## src/rtl/seq_mult_16.sv

```systemverilog
// seq_mult_16: iterative unsigned shift-and-add multiplier, fixed WIDTH-cycle latency
module seq_mult_16 #(
  parameter int WIDTH = 16
) (
  input  logic               clk,
  input  logic               reset,
  input  logic               start,
  input  logic [WIDTH-1:0]   a,
  input  logic [WIDTH-1:0]   b,
  output logic               busy,
  output logic               done,
  output logic [2*WIDTH-1:0] product
);
  typedef enum logic {IDLE, BUSY} state_t;
  state_t state_q, state_d;
  logic [2*WIDTH-1:0] mcand_q, mcand_d, acc_q, acc_d, prod_q, prod_d, sum;
  logic [WIDTH-1:0] mplier_q, mplier_d;
  logic [4:0] cnt_q, cnt_d;
  logic done_q, done_d;
  always_comb begin
    sum      = mplier_q[0] ? acc_q + mcand_q : acc_q;
    state_d  = state_q;
    mcand_d  = mcand_q;
    mplier_d = mplier_q;
    acc_d    = acc_q;
    cnt_d    = cnt_q;
    prod_d   = prod_q;
    done_d   = 1'b0;
    if (state_q == IDLE) begin
      if (start) begin
        mcand_d  = {{WIDTH{1'b0}}, a};
        mplier_d = b;
        acc_d    = '0;
        cnt_d    = '0;
        state_d  = BUSY;
      end
    end else begin
      acc_d    = sum;
      mcand_d  = mcand_q << 1;
      mplier_d = mplier_q >> 1;
      cnt_d    = cnt_q + 5'd1;
      if (cnt_q == 5'(WIDTH - 1)) begin
        prod_d  = sum;
        done_d  = 1'b1;
        state_d = IDLE;
      end
    end
  end
  always_ff @(posedge clk or negedge reset) begin
    if (!reset) begin
      state_q  <= IDLE;
      mcand_q  <= '0;
      mplier_q <= '0;
      acc_q    <= '0;
      cnt_q    <= '0;
      prod_q   <= '0;
      done_q   <= 1'b0;
    end else begin
      state_q  <= state_d;
      mcand_q  <= mcand_d;
      mplier_q <= mplier_d;
      acc_q    <= acc_d;
      cnt_q    <= cnt_d;
      prod_q   <= prod_d;
      done_q   <= done_d;
    end
  end
  assign busy    = (state_q == BUSY);
  assign done    = done_q;
  assign product = prod_q;
endmodule

```

## config.mk

```make
export PLATFORM = sky130hd
export DESIGN_NAME = seq_mult_16
export DESIGN_NICKNAME = d
export VERILOG_FILES = /design/src/rtl/seq_mult_16.sv
export SDC_FILE = /design/constraint.sdc
export NUM_CORES = 1
export LEC_CHECK = 0
export CORE_MARGIN = 3
export CORE_UTILIZATION = 52
export DETAILED_ROUTE_END_ITERATION = 6
export PLACE_DENSITY_LB_ADDON = 0.15
export SKIP_LAST_GASP = 1
export SYNTH_ARGS = -nofsm -noshare
export SYNTH_HDL_FRONTEND = slang
export SYNTH_SLANG_ARGS = --single-unit
export TNS_END_PERCENT = 10
```

## constraint.sdc

```tcl
create_clock -name clk -period 2.7 [get_ports clk]
set_input_delay 0.27 -clock clk [delete_from_list [all_inputs] [get_ports clk]]
set_output_delay 0.27 -clock clk [all_outputs]
set_load 0.02 [all_outputs]
```

==> impl_metrics.yaml <==
outcome:
  status: "finished, violations left"
  violations: "setup timing"
global_routing:
  initial_antenna_violation_count: 0
  track_usage_pct: 24.8
  grt_first_pass_wirelength_mm: 28.5
  first_global_vias: 5908
  globalRouteOverflowTotal: 0
  pin_count_of_the_biggest_net_entering_global_routing: 66
synthesis:
  synthesis.instances: 728
  most_common_library_cells_after_synthesis: "sky130_fd_sc_hd__nand2_1, sky130_fd_sc_hd__dfrtp_1, sky130_fd_sc_hd__o21ai_0"
  synth_xor_area_share_pct: 3.57
  synthSimpleGateAreaFrac_pct: 14.7
  post_synth_num_cell_types: 48
  number_of_warning_messages_in_the_yosys_log: 0
  synthFlopType: "sky130_fd_sc_hd__dfrtp_1"
  synthArstFlopShare_pct: 100
  number_of_flops_mapped_to_enable_cells_by_yosys: 0
  syn-mean-instance-area_um2: 9.11
  synth_area_in_compound_gates_pct: 18.6
  netlist_top_cells_area: "sky130_fd_sc_hd__dfrtp_1, sky130_fd_sc_hd__nand2_1, sky130_fd_sc_hd__mux2i_1"
  most_repeated_cell_in_the_gate_level_netlist_after_synthesis: "sky130_fd_sc_hd__nand2_1"
  synth_fa_ha_area_share_pct: 6.53
  yosys_reg_bits: 119
  combinational_family_with_the_most_area_after_synthesis: "compound AO/OA/AOI/OAI gates"
  synth_fp_nets: 797
  synth_area_um2: 6630
  mux_contribution_to_synthesized_area_pct: 8.55
  netlist.top_cell.by_area: "sky130_fd_sc_hd__dfrtp_1"
  yosys_top_cell_area_share_pct: 44.9
  ys_seq_area_share_pct: 44.9
worst_setup_path:
  setup.worst_path.end: "product[28]"
  worstRegToRegCells: 11
  worst-setup-path-type: "flop to flop"
  cp.required_ps: 3050
  critPathMaxFanout: 3
  critical_path.startpoint: "mcand_q[0]"
  setup.worst_path.end_class: "flop"
  arrival_ps: 3230
  max_stage_delay_ps: 490
  crit-reg2reg-capture: "product[28]"
  launching_point_of_the_worst_reg2reg_path: "mcand_q[0]"
  cp_slowest_cell: "sky130_fd_sc_hd__or4b_4"
  cells_along_the_critical_path: "ha_2 > fa_2 > a211oi_2 > o21a_1 > or4b_4 > nor4bb_4 > or2_1 > o21ai_2 > a221oi_2 > or4_1 > nand3_1"
  critical_path.startpoint_type: "flop"
  timing.reg2reg.setup_slack_ps: -180
final_layout:
  post_layout_nonfiller_instances: 1027
  antenna-diode-count: 0
  syn2layout_area_growth_pct: 30.1
  final_cell_area_um2: 8630
  finalNetCount: 915
  final.fill_count: 972
  fraction_of_final_layout_cells_with_drive_strength_greater_than_1_pct: 15.5
die:
  floorplan.io_pins: 69
  design.core.area_um2: 12300
  dieHeight_um: 119
  rows: 40
  die_area_um2: 14100
  dieWidth_um: 119
  floorplan.initialDensity_pct: 54.1
clocking:
  clock_path_buffers: 2
  cts_num_sinks: 119
  cts_tree: "yes"
  clock_tree.root_cell: "sky130_fd_sc_hd__clkbuf_16"
  cts.clk_slew.worst_paths_ps: 60
  h_tree_level_count: 4
  worstSkewPairLatency_ps: 420
  tritoncts.num_buffers: 17
routing:
  routedWlPerCell_um: 16.4
  route.detailed.vias_per_inst: 5.66
  drtIter0Drc: 375
  ant_nets: 0
  vias: 5810
  routed_wire_length_mm: 16.9
  iteration_count_of_the_initial_detailed_routing_pass: 4
  drc: 0
sta:
  achievable-frequency_mhz: 347
  grt_setup_unrepaired: "true"
  period_minus_slack_ps: 2880
  worst_slack_ps: -183
  slew_headroom_pct: 55.2
  min_period_over_period_pct: 107
  timing.final.hold_violations: 0
  timing.final.setup_violations: 18
  fin_skew_ps: 10.4
  totalNegativeSetupSlack_ps: -1460
  tightest_slew_ps: 672
  slew_viol_final: 0
worst_hold_path:
  min_delay_worst_type: "primary input to flop"
  min_path_cells: 3
placement:
  detailedPlacementHpwl_mm: 11.6
  finalWeightedCongestion: 0.932
  buffer_ports.inserted: 68
  placed_area_um2: 7920
  place_inst: 991
power_and_ir_drop:
  total_leakage_power_nw: 4.04
  vdd_drop_max_mv: 0.664
  power.switching_w: 0.00427
  power.combinational.fraction_pct: 48.9
  share_seq_of_total_power_pct: 28.3
  power-per-cell-area_nw_per_um2: 1280
  power.switching_fraction_pct: 38.7
  portion_of_total_power_attributed_to_the_clock_network_pct: 22.8
  internal-power_w: 0.00676
  report.power.total_w: 0.0110
job:
  maxCapViolCount: 0
==> per-stage QoR <==
stage	setup WS (ps)	hold WS [ps]	util, %
final	-183	311	70.4
after global routing	-310	300	70.4
after CTS	-149	307	70.2
after detailed placement	-184	311	64.6
after global placement	-109	308	64.6
after floorplan	-9.00	-25.6	-
==> worst min path at each step <==
stage                     startpoint     endpoint  slack, ps
after floorplan                reset     acc_q[0]        -30
after global placement         reset  mcand_q[19]        310
after detailed placement       reset  mcand_q[18]        310
after CTS                      start    acc_q[22]        310
after global routing           start    acc_q[22]        300
final                          start    acc_q[22]        310
==> cell usage in the layout, fill, tap and decap left out, drive strengths merged, types with 19 or more instances in the layout <==
cell type	instances
nand2	141
dfrtp	119
o21ai	97
buf	72
clkdlybuf4s50	66
mux2i	51
a21oi	43
nor2	39
ha	33
xnor2	19
clkbuf	19
==> final cells by class <==
type / count / area [µm²] / area share (%)
Clock inverter: 13 / 201 / 2.33
Multi-Input combinational cell: 554 / 3510 / 40.7
Clock buffer: 19 / 453 / 5.25
Tap cell: 168 / 210 / 2.44
Inverter: 15 / 56.3 / 0.652
Timing Repair Buffer: 139 / 1220 / 14.2
Sequential cell: 119 / 2980 / 34.5
==> critical path, delay by kind of cell, from the launching register on <==
| family | cells | cell delay, ps |
|---|---|---|
| simple gates | 5 | 1460 |
| compound gates | 4 | 570 |
| fa+ha+maj | 2 | 410 |
| flops | 1 | 370 |
==> kinds of logic after synthesis <==
| kind of cell | after synthesis |
|---|---|
| AND/OR/NAND/NOR | 230 |
| multiplexers | 56 |
| buffers and inverters | 55 |
| XOR/XNOR | 27 |
| adder cells (fa/ha/maj) | 34 |
| AO/OA/AOI/OAI | 207 |
| flip-flops | 119 |
==> per-layer routing <==
metal  up-vias  global-route usage (%)  wire length (µm)
li1       2809                       -                 -
met1      2833                    32.2              7510
met2       149                    41.6              8390
met3        19                    5.70               739
met4         0                    6.95               223
met5         -                       0                 0
==> flip-flops by register name (all words and copies together), names as in the netlist <==
name      cells
mcand_q      32
busy          1
mplier_q     16
acc_q        32
cnt_q         5
done          1
product      32
==> power groups by stage <==
stage	Clock [W]	Sequential, W	Combinational, W
final	0.00251	0.00312	0.00539
after global routing	0.00262	0.00322	0.00598
after CTS	0.00253	0.00311	0.00537
after detailed placement	0	0.00312	0.00527
after global placement	0	0.00308	0.00510
after floorplan	0	0.00321	0.00321
==> repair_timing <==
| action | CTS | global route |
|---|---|---|
| hold buffers | 1 | 0 |
| endpoints found under the hold margin | 40 | 0 |
| endpoints found under the setup margin | 17 | 30 |
| setup buffers | 1 | 2 |
| gates resized for setup | 4 | 3 |
| pin swaps | 11 | 7 |
(Power assumes the default switching activity.)
==> edit: new RTL, same flow settings <==
Take the reset off `prod_q` and load it in a clocked block of its own.
--- a/src/rtl/seq_mult_16.sv
+++ b/src/rtl/seq_mult_16.sv
@@ -55,3 +55,2 @@
       cnt_q    <= '0;
-      prod_q   <= '0;
       done_q   <= 1'b0;
@@ -63,5 +62,8 @@
       cnt_q    <= cnt_d;
-      prod_q   <= prod_d;
       done_q   <= done_d;
     end
+  end
+
+  always_ff @(posedge clk) begin
+    prod_q <= prod_d;
   end
Formal check against the unedited RTL: no difference found for any inputs over 10 cycles, from zero or initial values and one cycle with reset low; that may be too few to reach the edited logic, so the function may still have changed.
==> edit against the unedited design <==
The run still ends with setup timing left; synthesized area up 1.6%; hold slack better by 0.046 ns; wire length up 3.4%; sequential cell count unchanged; global-route usage up 0.51 points; sequential power down 5%; total power down 5.6%; cell count down 3.6%; non-clock buffer count up 9; setup slack better by 0.11 ns; largest power group unchanged; highest routed layer unchanged; maximum frequency up 4.0%; cell area up 2.1%.
==> edit: results (changes against the unedited design) <==
outcome: "finished with violations"
violations: "setup timing"
p_leak_nw: 4.07  # +0.74%
synth_compound_area_share_pct: 20.4  # +1.7 points
wirelength_um: 17400  # +3.4%
setup_tns_ns: -0.192  # +1.27 ns
finalWorstSetupSlack_ns: -0.0707  # +0.112 ns
sh_seq_area_pct: 35.6  # +1.1 points
use_met3_pct: 5.61  # -0.090 points
synthAdderAreaFrac_pct: 6.42  # -0.11 points
post-dp-hpwl_um: 11900  # +2.9%
setup-violations-final: 5  # -13
bufAreaShareNonClock_pct: 14.6  # +0.48 points
buffers_excl_clock: 148  # +6.5%
ys_types: 62  # +29%
wl_met3_um: 705  # -4.6%
use_met1_pct: 31.1  # -1.1 points
met2_usage_pct: 43.3  # +1.7 points
clock_skew_ns: 0.00645  # -0.00394 ns
first_global_vias: 5725  # -3.1%
inverters: 10  # -5
grt_pass1_wl_um: 28700  # +0.53%
synth_xor_area_share_pct: 2.99  # -0.58 points
cp_top_family: "compound AO/OA/AOI/OAI gates"
power.density_mw_per_mm2: 1180  # -7.5%
## edit: cell count changes after synthesis, sizes merged, moves of 6 or more
| cell | delta |
|---|---|
| dfrtp | -32 |
| edfxtp | +32 |
| nand2 | -29 |
| o21ai | -23 |
| a21o | +19 |
| mux2i | -18 |
| mux2 | +13 |
| and3 | +10 |
| nor2 | -9 |
| nand3 | -8 |
| a21oi | -7 |
| a31o | -6 |
| xnor2 | -6 |
## edit: worst paths after layout
check,end,slack [ns],depth (start not counted)
min reg2reg,cnt_q[4],0.48,2
max in group asynchronous,mcand_q[7],1.52,3
max reg2reg,acc_q[14],-0.07,11
min,mcand_q[28],0.36,2
min in group asynchronous,mcand_q[31],0.45,2
max,acc_q[14],-0.07,11
## edit: repair_timing
action	4_1_cts	5_1_grt
gates resized for setup	4	6
setup buffers	3	1
endpoints found under the hold margin	50	0
pin swaps	3	2
hold buffers	1	0
setup endpoints to repair	22	34
